## src/rtl/cpu_run_mon_pkg.sv

```systemverilog
// Shared types and constants for the CPU run monitor.
// Optional feature macro: RUN_MON_TRACE_EN (pc history ring in cpu_run_monitor).
package cpu_run_mon_pkg;

  localparam int PC_W        = 16;
  localparam int CNT_W       = 32;
  localparam int TRACE_DEPTH = 8;
  localparam int TRACE_IDX_W = 3;
  localparam int HOLD_W      = 8;
  localparam int SPIN_W      = 16;

  typedef enum logic [1:0] {
    ST_HOLD    = 2'd0,
    ST_RUN     = 2'd1,
    ST_HALTED  = 2'd2,
    ST_TIMEOUT = 2'd3
  } run_state_e;

  // Ring slot holding the entry idx steps back from the newest one.
  function automatic logic [TRACE_IDX_W-1:0] trace_slot(
    input logic [TRACE_IDX_W-1:0] wr_ptr,
    input logic [TRACE_IDX_W-1:0] idx
  );
    return wr_ptr - 3'd1 - idx;
  endfunction

endpackage

```

## src/rtl/run_rst_sync.sv

```systemverilog
// Reset release synchronizer plus CPU reset hold stretcher.
// hold_done pulses on the edge where the FSM should leave HOLD.
module run_rst_sync
  import cpu_run_mon_pkg::*;
#(
  parameter logic [HOLD_W-1:0] RST_HOLD_CYCLES = 8'd4
) (
  input  logic clk,
  input  logic rst_n,
  input  logic hold_en,
  output logic hold_done
);

  logic [1:0]        sync_r;
  logic [HOLD_W-1:0] hold_cnt_r;

  assign hold_done = hold_en && sync_r[1] && (hold_cnt_r == RST_HOLD_CYCLES - 8'd1);

  // Two-flop synchronizer: assertion is immediate, release is delayed two edges.
  always_ff @(posedge clk or negedge rst_n) begin
    if (!rst_n) begin
      sync_r <= 2'b00;
    end else begin
      sync_r <= {sync_r[0], 1'b1};
    end
  end

  // Hold counter: counts HOLD edges after synchronized release, idle at 0 otherwise.
  always_ff @(posedge clk or negedge rst_n) begin
    if (!rst_n) begin
      hold_cnt_r <= {HOLD_W{1'b0}};
    end else if (hold_en && sync_r[1]) begin
      if (hold_done) begin
        hold_cnt_r <= {HOLD_W{1'b0}};
      end else begin
        hold_cnt_r <= hold_cnt_r + 8'd1;
      end
    end else begin
      hold_cnt_r <= {HOLD_W{1'b0}};
    end
  end

endmodule

```

## src/rtl/cpu_run_monitor.sv

```systemverilog
// CPU run monitor: holds the CPU in reset, supervises the run for halt,
// timeout and pc spin, and optionally keeps a pc change history.
// Optional feature macro: RUN_MON_TRACE_EN (8-entry pc history ring).
module cpu_run_monitor
  import cpu_run_mon_pkg::*;
#(
  parameter logic [HOLD_W-1:0] RST_HOLD_CYCLES = 8'd4,
  parameter logic [CNT_W-1:0]  TIMEOUT_CYCLES  = 32'd100000,
  parameter logic [SPIN_W-1:0] SPIN_LIMIT      = 16'd16
) (
  input  logic                   clk,
  input  logic                   rst_n,
  input  logic                   restart,
  input  logic                   hlt,
  input  logic [PC_W-1:0]        pc,
  output logic                   cpu_rst_n,
  output logic                   done,
  output logic                   timeout,
  output logic                   spin,
  output logic [PC_W-1:0]        halt_pc,
  output logic [CNT_W-1:0]       cycle_cnt,
  input  logic [TRACE_IDX_W-1:0] trace_idx,
  output logic [PC_W-1:0]        trace_pc
);

  run_state_e        state_r;
  logic              hold_done_s;
  logic [PC_W-1:0]   prev_pc_r;
  logic              seen_r;      // at least one RUN cycle seen since HOLD
  logic [SPIN_W-1:0] spin_cnt_r;
  logic              pc_same_s;

  // The first RUN cycle has no valid previous pc, so it always counts as a change.
  assign pc_same_s = seen_r && (pc == prev_pc_r);

  run_rst_sync #(
    .RST_HOLD_CYCLES(RST_HOLD_CYCLES)
  ) u_rst_sync (
    .clk      (clk),
    .rst_n    (rst_n),
    .hold_en  (state_r == ST_HOLD),
    .hold_done(hold_done_s)
  );

  // Run supervisor FSM with its counters and registered status outputs.
  always_ff @(posedge clk or negedge rst_n) begin
    if (!rst_n) begin
      state_r    <= ST_HOLD;
      cpu_rst_n  <= 1'b0;
      done       <= 1'b0;
      timeout    <= 1'b0;
      spin       <= 1'b0;
      halt_pc    <= {PC_W{1'b0}};
      cycle_cnt  <= {CNT_W{1'b0}};
      prev_pc_r  <= {PC_W{1'b0}};
      seen_r     <= 1'b0;
      spin_cnt_r <= {SPIN_W{1'b0}};
    end else begin
      case (state_r)
        ST_HOLD: begin
          seen_r <= 1'b0;
          if (hold_done_s) begin
            state_r   <= ST_RUN;
            cpu_rst_n <= 1'b1;
          end else begin
            state_r   <= ST_HOLD;
            cpu_rst_n <= 1'b0;
          end
        end
        ST_RUN: begin
          cycle_cnt <= cycle_cnt + 32'd1;
          prev_pc_r <= pc;
          seen_r    <= 1'b1;
          if (pc_same_s) begin
            if (spin_cnt_r != SPIN_LIMIT - 16'd1) begin
              spin_cnt_r <= spin_cnt_r + 16'd1;
            end else begin
              spin_cnt_r <= spin_cnt_r;
            end
            if (spin_cnt_r == SPIN_LIMIT - 16'd2) begin
              spin <= 1'b1;
            end else begin
              spin <= spin;
            end
          end else begin
            spin_cnt_r <= {SPIN_W{1'b0}};
          end
          // hlt takes priority over the cycle limit
          if (hlt) begin
            state_r <= ST_HALTED;
            halt_pc <= pc;
            done    <= 1'b1;
          end else if (cycle_cnt == TIMEOUT_CYCLES - 32'd1) begin
            state_r <= ST_TIMEOUT;
            timeout <= 1'b1;
            done    <= 1'b1;
          end else begin
            state_r <= ST_RUN;
          end
        end
        ST_HALTED, ST_TIMEOUT: begin
          if (restart) begin
            state_r    <= ST_HOLD;
            cpu_rst_n  <= 1'b0;
            done       <= 1'b0;
            timeout    <= 1'b0;
            spin       <= 1'b0;
            cycle_cnt  <= {CNT_W{1'b0}};
            prev_pc_r  <= {PC_W{1'b0}};
            seen_r     <= 1'b0;
            spin_cnt_r <= {SPIN_W{1'b0}};
          end else begin
            state_r <= state_r;
          end
        end
        default: begin
          state_r   <= ST_HOLD;
          cpu_rst_n <= 1'b0;
        end
      endcase
    end
  end

`ifdef RUN_MON_TRACE_EN
  logic [PC_W-1:0]        ring_r [TRACE_DEPTH];
  logic [TRACE_IDX_W-1:0] wr_ptr_r;
  logic                   restart_ok_s;

  assign restart_ok_s = restart && ((state_r == ST_HALTED) || (state_r == ST_TIMEOUT));

  // pc history ring: records each new pc during RUN, read back newest-first.
  always_ff @(posedge clk or negedge rst_n) begin
    if (!rst_n) begin
      for (int i = 0; i < TRACE_DEPTH; i++) begin
        ring_r[i] <= {PC_W{1'b0}};
      end
      wr_ptr_r <= {TRACE_IDX_W{1'b0}};
      trace_pc <= {PC_W{1'b0}};
    end else if (restart_ok_s) begin
      for (int i = 0; i < TRACE_DEPTH; i++) begin
        ring_r[i] <= {PC_W{1'b0}};
      end
      wr_ptr_r <= {TRACE_IDX_W{1'b0}};
      trace_pc <= {PC_W{1'b0}};
    end else begin
      if ((state_r == ST_RUN) && !pc_same_s) begin
        ring_r[wr_ptr_r] <= pc;
        wr_ptr_r         <= wr_ptr_r + 3'd1;
      end else begin
        wr_ptr_r <= wr_ptr_r;
      end
      trace_pc <= ring_r[trace_slot(wr_ptr_r, trace_idx)];
    end
  end
`else
  logic unused_trace_idx_s;

  assign unused_trace_idx_s = ^trace_idx;
  assign trace_pc           = {PC_W{1'b0}};
`endif

endmodule

```

## config.mk

```make
export PLATFORM = sky130hd
export DESIGN_NAME = cpu_run_monitor
export DESIGN_NICKNAME = d
export VERILOG_FILES = /design/src/rtl/cpu_run_mon_pkg.sv /design/src/rtl/run_rst_sync.sv /design/src/rtl/cpu_run_monitor.sv
export SDC_FILE = /design/constraint.sdc
export NUM_CORES = 1
export LEC_CHECK = 0
export BUFFER_PORTS_ARGS = -buffer_cell sky130_fd_sc_hd__buf_2
export CORE_UTILIZATION = 60
export CTS_BUF_LIST = sky130_fd_sc_hd__clkbuf_8 sky130_fd_sc_hd__clkbuf_16
export DETAILED_ROUTE_END_ITERATION = 10
export PLACE_DENSITY_LB_ADDON = 0.2
export SLEW_MARGIN = 20
export SYNTH_ARGS = -nofsm -noshare
export SYNTH_HDL_FRONTEND = slang
export SYNTH_SLANG_ARGS = --single-unit
```

## constraint.sdc

```tcl
create_clock -name clk -period 4.9 [get_ports clk]
set_input_delay 0.49 -clock clk [delete_from_list [all_inputs] [get_ports clk]]
set_output_delay 0.49 -clock clk [all_outputs]
set_load 0.005 [all_outputs]
```

==> key figures, run 1 <==
Synthesis
  • Synth Flop Type: dfrtp_1
  • Synth Area in Adders: 1.06%
  • Largest area contributor in the netlist: dfrtp_1
  • Syn_area_per_cell: 10.2 sq um
  • Most frequent cell after synthesis: dfrtp_1
  • Synth cell types: 40
  • Post-synthesis xor/xnor area fraction: 5.55%
  • Seq/Total Area, Yosys: between 50% and 60%
  • Post-synth top cells: 97 x dfrtp_1, 54 x nand2_1, 30 x o21ai_0
  • Synthesis-stage register bit count: slightly below 100
  • Main combinational cell family by area after synthesis: simple AND/OR/NAND/NOR gates
  • Compound-Gate Fraction of Synth Area: between 10% and 20%
  • Multiplexer share of the synthesized area: 6.76%
  • Post-synth EDFFs: 0
  • Gate Count Post-Synth: 464
  • Largest cells by area after synthesis: dfrtp_1 51%, nand2_1 4.3%, mux2_2 3.8%
  • Simple-Gate Fraction of Synth Area: 20.0%
  • Synth Warn #: 0
  • Synth top area share: about half
  • FFs w/ async S/R, synth: between 90% and 100%
  • Post-synth design cell area: approximately 4700 sq um

Setup path
  • Crit path launch: state_r[0]$_DFFE_PN0P_
  • CP endpoint: spin_cnt_r[4]$_DFFE_PN0P_
  • Reg2reg start: state_r[0]$_DFFE_PN0P_
  • Crit-path cells: nor2b_2 > and4_1 > nand4_1 > o21ai_1 > o21ai_0 > o21ai_1
  • Crit path DAT: about 3.3 ns
  • Required @ worst endpoint: between 5 and 6 ns
  • Worst setup EP type: register
  • Crit path top cell by count: o21ai_1
  • Startpoint types: register
  • Worst reg2reg path depth: 6
  • Worst Setup Path Type: reg2reg
  • Slowest CP cell: o21ai_1
  • Reg-to-reg slack, setup: 1.90 ns
  • Reg2reg end: spin_cnt_r[4]$_DFFE_PN0P_
  • Crit path max fanout: 18
  • CP max stage delay: 0.86 ns

Final layout
  • Nets: 560
  • Layout area overhead: 12.3%
  • ANT cells: 0
  • Share of cells above drive strength 1: about a fifth
  • Final Non-Filler Cells: 640

Floorplan
  • # rows: 32
  • I/O pins: 91
  • Core Area: 7690 sq um
  • Initial Util: 61.6%
  • Die width: 90.8 microns
  • DIE HEIGHT: 90.8 microns
  • Die Footprint: 8250 sq um

Clocking
  • H-tree depth: 3
  • Cts repair resizes: 0
  • Clock Latency Late Sink: between 0.3 and 0.4 ns
  • CTS Buf Count: 9
  • Maximum buffer depth of the clock tree: 2
  • Setup Fix Bufs, Post-CTS: 0
  • Cts-stage hold buffer count: 0
  • Root buffer cell: clkbuf_8
  • CTS tree: built
  • Clock slew at reported path FFs: 0.09 ns
  • Clk sinks: 97

STA
  • Max Clk Rate: 0.333 GHz
  • Clock skew: 0.0157 ns
  • Final Slew Violations: 0
  • Minimum clock period: 3.00 ns
  • Setup Viol. Count Final: 0
  • Unrepaired setup endpoints after global routing: no
  • Fin. Hold Viols: 0
  • Slew HR: 27.9%
  • Least-Margin Pin Slew: 1.07 ns
  • Setup_tns: 0 ns
  • Share of the clock period used by the worst path: between 60% and 70%

Place
  • PortBufs: 71
  • DP HPWL: 6.97 mm
  • Placed cells: 624
  • GPL Wtd Cong: 0.867

Global route
  • Pin count of the biggest net entering global routing: 65
  • Global Route Usage Sum: 26.3%
  • Global-route wire length before repair: 17.4 mm
  • Congestion Overflow GR: 0
  • Vias in the first global route: 3760
  • Antenna violations before repair: 0

Pwr
  • Leakage: 2.56 nW
  • Total Power: 2.64 mW
  • Worst vdd ir: 0.000320 V
  • P per Cell Area: 496 nW/um^2

Drt
  • Drt drc: 0
  • Via count: 3866
  • Post-DRT Antenna Nets: 0
  • Vias per cell: 6.04
  • Post-DR wirelength/cell: 15.9 microns
  • Routed WL: 10.2 mm
  • First-pass DRT Iterations: 5
  • DRT iter0 DRCs: 359

Hold path
  • Hold Crit Class: in2async

Run status
  • Status: complete, no violations

Flow run
  • Max Cap Viol: 0
critical path, delay by kind of cell, from the launching register on:
kind / cells / cell delay (ns)
simple gates: 3 / 1.24
compound gates: 3 / 1.22
flops: 1 / 0.46
area by class of cell:
cell class / count / area, sq um
clock buffer: 9 / 124
fill: 620 / 2370
multi-input combinational: 346 / 2160
clock inverter: 7 / 76.3
sequential: 97 / 2430
timing repair buffer: 74 / 380
tap: 102 / 128
inverter: 5 / 18.8
layer usage:
layer / vias up / track usage [%] / wire length [microns]
li1: 1776 / - / -
met1: 1902 / 35.2 / 4460
met2: 166 / 42.9 / 4880
met3: 22 / 4.21 / 649
met4: 0 / 10.8 / 200
met5: - / 0 / 0
cell families (layout without fill, tap and decap cells):
| logic type | after synthesis | count (layout) |
|---|---|---|
| flip-flops | 97 | 97 |
| multiplexers | 30 | 30 |
| AO/OA/AOI/OAI | 78 | 78 |
| other | 2 | 17 |
| AND/OR/NAND/NOR | 187 | 187 |
| buffers and inverters | 36 | 95 |
| adder cells (fa/ha/maj) | 4 | 4 |
| XOR/XNOR | 30 | 30 |
where the power goes:
group / switching (mW) / leakage [nW] / internal (mW)
Sequential: 0.271 / 1.28 / 1.05
Clock: 0.291 / 0.102 / 0.241
Combinational: 0.398 / 1.18 / 0.395
cells in the final DEF (no fill, tap or decap), drive strengths merged, types with 11 or more instances in the layout:
cell / n
a21oi: 11
a22o: 16
and3: 16
buf: 74
conb: 17
dfrtp: 97
mux2: 16
mux2i: 14
nand2: 54
nand3: 29
nand4: 17
nor2: 26
nor3: 12
nor4: 11
o21ai: 32
xnor2: 15
xor2: 15
worst min path at each step:
| stage | end | cells past startpoint | slack (ns) |
|---|---|---|---|
| after floorplan | cpu_rst_n$_DFFE_PN0P_ | 0 | 0.19 |
| after global placement | u_rst_sync.sync_r[1]$_DFF_PN0_ | 0 | 0.33 |
| after detailed placement | u_rst_sync.sync_r[1]$_DFF_PN0_ | 0 | 0.34 |
| after CTS | u_rst_sync.hold_cnt_r[4]$_DFF_PN0_ | 1 | 0.25 |
| after global routing | spin_cnt_r[7]$_DFFE_PN0P_ | 1 | 0.29 |
| final | spin_cnt_r[13]$_DFFE_PN0P_ | 1 | 0.22 |
sequential cells by signal, indices dropped and copies added, names as in the netlist:
| name | cells |
|---|---|
| cycle_cnt | 32 |
| u_rst_sync.sync_r | 2 |
| u_rst_sync.hold_cnt_r | 8 |
| prev_pc_r | 16 |
| timeout | 1 |
| seen_r | 1 |
| halt_pc | 16 |
| cpu_rst_n | 1 |
| spin_cnt_r | 16 |
| spin | 1 |
| done | 1 |
| state_r | 2 |
through the flow:
step | utilization (%) | worst slack (ns) | area (sq um) | hold WS, ns
final | 69.2 | 1.90 | 5320 | 0.219
after global routing | 69.2 | 1.64 | 5320 | 0.289
after CTS | 69.2 | 1.98 | 5320 | 0.249
after detailed placement | 66.6 | 1.99 | 5120 | 0.340
after global placement | 66.6 | 2.07 | 5120 | 0.333
after floorplan | - | 2.77 | 4790 | 0.194
Power figures use the tool's default switching activity.
==> run 2: changes to the inputs <==
Settings changed: ABC_AREA set to 1, CORE_UTILIZATION 60 to 57.
Clock period 4.9 ns to 3.05 ns, I/O delays scaled along.
==> run 2 against run 1 <==
Wire length up 26%. Maximum frequency up 27%. Synthesized area up 18%. Critical path depth up 3. Worst setup slack worse by 1.2 ns. Register-to-register slack worse by 1.2 ns. Sequential share of layout area down 6.7 points. Global-route usage rose by 0.59 points. Die area increased by 24%. Utilization down 2.7 points. Critical path type unchanged. Power up 54%. Largest cell class is now multi-input gates. Critical endpoint is now spin_cnt_r[14]$_DFFE_PN0P_.
==> key figures, run 2 <==
Floorplan
  • Core Area: between 9000 and 10000 sq um
  • I/O pins: 91
  • Die Footprint: 10200 sq um
  • # rows: 35
  • Die width: 101 microns
  • DIE HEIGHT: 101 microns
  • Initial Util: roughly three fifths

Clocking
  • CTS tree: built
  • Clk sinks: 97
  • Clock slew at reported path FFs: roughly 0.09 ns
  • Root buffer cell: clkbuf_8
  • Maximum buffer depth of the clock tree: 2
  • CTS Buf Count: 9
  • Clock Latency Late Sink: 0.36 ns
  • H-tree depth: 3

Pwr
  • Leakage: 3.20 nW
  • P per Cell Area: 654 nW/um^2
  • Worst vdd ir: 0.000389 V
  • Total Power: around 4.1 mW

STA
  • Setup_tns: 0 ns
  • Setup Viol. Count Final: 0
  • WHS: 0.171 ns
  • Slew HR: 55.7%
  • Minimum clock period: 2.37 ns
  • Max Clk Rate: 0.422 GHz
  • Share of the clock period used by the worst path: between 70% and 80%
  • Final Slew Violations: 0
  • Least-Margin Pin Slew: 0.665 ns
  • Unrepaired setup endpoints after global routing: no
  • Clock skew: roughly 0.014 ns
  • Fin. Hold Viols: 0

Synthesis
  • Syn_area_per_cell: 7.29 sq um
  • Post-synth EDFFs: 0
  • Most frequent cell after synthesis: nand2_1
  • Largest cells by area after synthesis: dfrtp_1 43%, nand2_1 16%, inv_1 5.8%
  • Post-synth top cells: 243 x nand2_1, 97 x dfrtp_1, 87 x inv_1
  • Synth top area share: 43.4%
  • Synthesis-stage register bit count: 97
  • FFs w/ async S/R, synth: 100%
  • Synth Flop Type: dfrtp_1
  • Seq/Total Area, Yosys: 43.4%
  • Synth Warn #: 0
  • Synth cell types: 43
  • Largest area contributor in the netlist: dfrtp_1
  • Gate Count Post-Synth: 767
  • Post-synth design cell area: between 5000 and 6000 sq um

Setup path
  • Crit path launch: state_r[1]$_DFFE_PN0P_
  • Required @ worst endpoint: between 3 and 4 ns
  • Startpoint types: register
  • CP endpoint: spin_cnt_r[14]$_DFFE_PN0P_
  • Crit path max fanout: 25
  • Worst Setup Path Type: reg2reg
  • Worst setup EP type: register
  • Crit path DAT: around 2.7 ns
  • Reg2reg end: spin_cnt_r[14]$_DFFE_PN0P_
  • Worst reg2reg path depth: 9
  • Reg2reg start: state_r[1]$_DFFE_PN0P_
  • Reg-to-reg slack, setup: 0.68 ns

Global route
  • Global Route Usage Sum: between 20% and 30%
  • Antenna violations before repair: 0
  • Global-route wire length before repair: 21.9 mm
  • Congestion Overflow GR: 0
  • Vias in the first global route: 4905
  • Pin count of the biggest net entering global routing: 51

Drt
  • DRT iter0 DRCs: about 260
  • Drt drc: 0
  • Routed WL: 12.9 mm
  • First-pass DRT Iterations: 5
  • Post-DR wirelength/cell: 13.2 microns
  • Vias per cell: 5.32
  • Post-DRT Antenna Nets: 0
  • Via count: about 5200

Place
  • PortBufs: 71
  • GPL Wtd Cong: 0.905
  • DP HPWL: 9.29 mm

Final layout
  • Nets: 866
  • Multi-input gate area: 2630 sq um
  • Share of cells above drive strength 1: roughly 15%
  • Commonest non-fill, non-tap cell in the layout: nand2_1
  • Layout area overhead: 11.5%
  • Filler instances: 850
  • Reg area: 2430 sq um
  • Commonest cells after routing, fill and taps aside: 243 x nand2_1, 97 x dfrtp_1, 88 x inv_1, 82 x nor2_1, 70 x buf_2
  • Most flops, register: cycle_cnt
  • ANT cells: 0
  • Max reg flops: 32

Hold path
  • Hold Crit Class: in2reg

Run status
  • Status: complete, no violations

Flow run
  • Max Cap Viol: 0
==> run 2: cell count changes after synthesis, sizes merged, moves of 12 or more <==
cell,change
a22o,-15
nand3,+12
nand2,+192
mux2,-16
inv,+92
nor2,+69
and3,-12
o22ai,+17
nor3,+22
mux2i,-13
==> run 2: power by group <==
group | switching, mW | internal, mW
Combinational | 0.756 | 0.471
Clock | 0.472 | 0.488
Sequential | 0.289 | 1.60
==> run 2: worst min path at each step <==
stage,start,to,slack [ns],cells after the start
final,restart,state_r[1]$_DFFE_PN0P_,0.17,2
after global routing,restart,state_r[1]$_DFFE_PN0P_,0.18,2
after CTS,restart,state_r[1]$_DFFE_PN0P_,0.17,2
after detailed placement,u_rst_sync.sync_r[0]$_DFF_PN0_,u_rst_sync.sync_r[1]$_DFF_PN0_,0.34,0
after global placement,u_rst_sync.sync_r[0]$_DFF_PN0_,u_rst_sync.sync_r[1]$_DFF_PN0_,0.33,0
after floorplan,rst_n,cpu_rst_n$_DFFE_PN0P_,0.009,0
==> run 2: worst max-delay path, stage by stage, from the launching register on <==
cell,delay (ns)
dfrtp_1,0.78
inv_4,0.13
nand2_4,0.10
buf_4,0.32
nor2_2,0.10
nand3_2,0.12
nor2_1,0.06
nor2_2,0.50
nand2_1,0.13
nand2_1,0.09
==> run 2: area by class of cell <==
| class | instances | share of cell area [%] |
|---|---|---|
| clock buffers | 10 | 2.21 |
| flip-flops and latches | 97 | 38.9 |
| well taps | 129 | 2.59 |
| inverters | 97 | 5.96 |
| clock inverters | 6 | 1.43 |
| repair buffers | 78 | 6.62 |
| multi-input cells | 556 | 42.3 |
==> run 2: routing by layer <==
metal / track usage, % / share of wire (%) / vias up
met1: 34.6 / 43 / 2419
met5: 0 / 0 / -
met2: 46.0 / 49 / 178
met3: 3.81 / 6.4 / 20
li1: - / - / 2562
met4: 10.0 / 1.4 / 0
==> run 2: through the flow <==
stage	utilization [%]	instance area (sq um)	worst slack, ns	std cells
global placement	64.0	6000	0.787	956
floorplan	-	5650	1.46	782
global route	66.5	6230	0.488	973
detailed placement	64.0	6000	0.709	956
finish	66.5	6230	0.681	973
CTS	66.5	6230	0.697	973
==> run 2: repair_timing <==
action,4_1_cts,5_1_grt
gates resized for setup,0,0
hold buffers,1,0
setup buffers,0,0
hold endpoints to repair,13,0
==> run 2: logic make-up (layout without fill, tap and decap cells) <==
kind of cell             count (synthesis)  after routing  synth area share (%)
AND/OR/NAND/NOR                        448            448                  35.4
buffers and inverters                  129            191                  10.5
flip-flops                              97             97                  43.4
AO/OA/AOI/OAI                           72             72                  7.32
XOR/XNOR                                14             14                  2.19
adder cells (fa/ha/maj)                  4              4                 0.895
other                                    2             17                 0.134
multiplexers                             1              1                 0.179
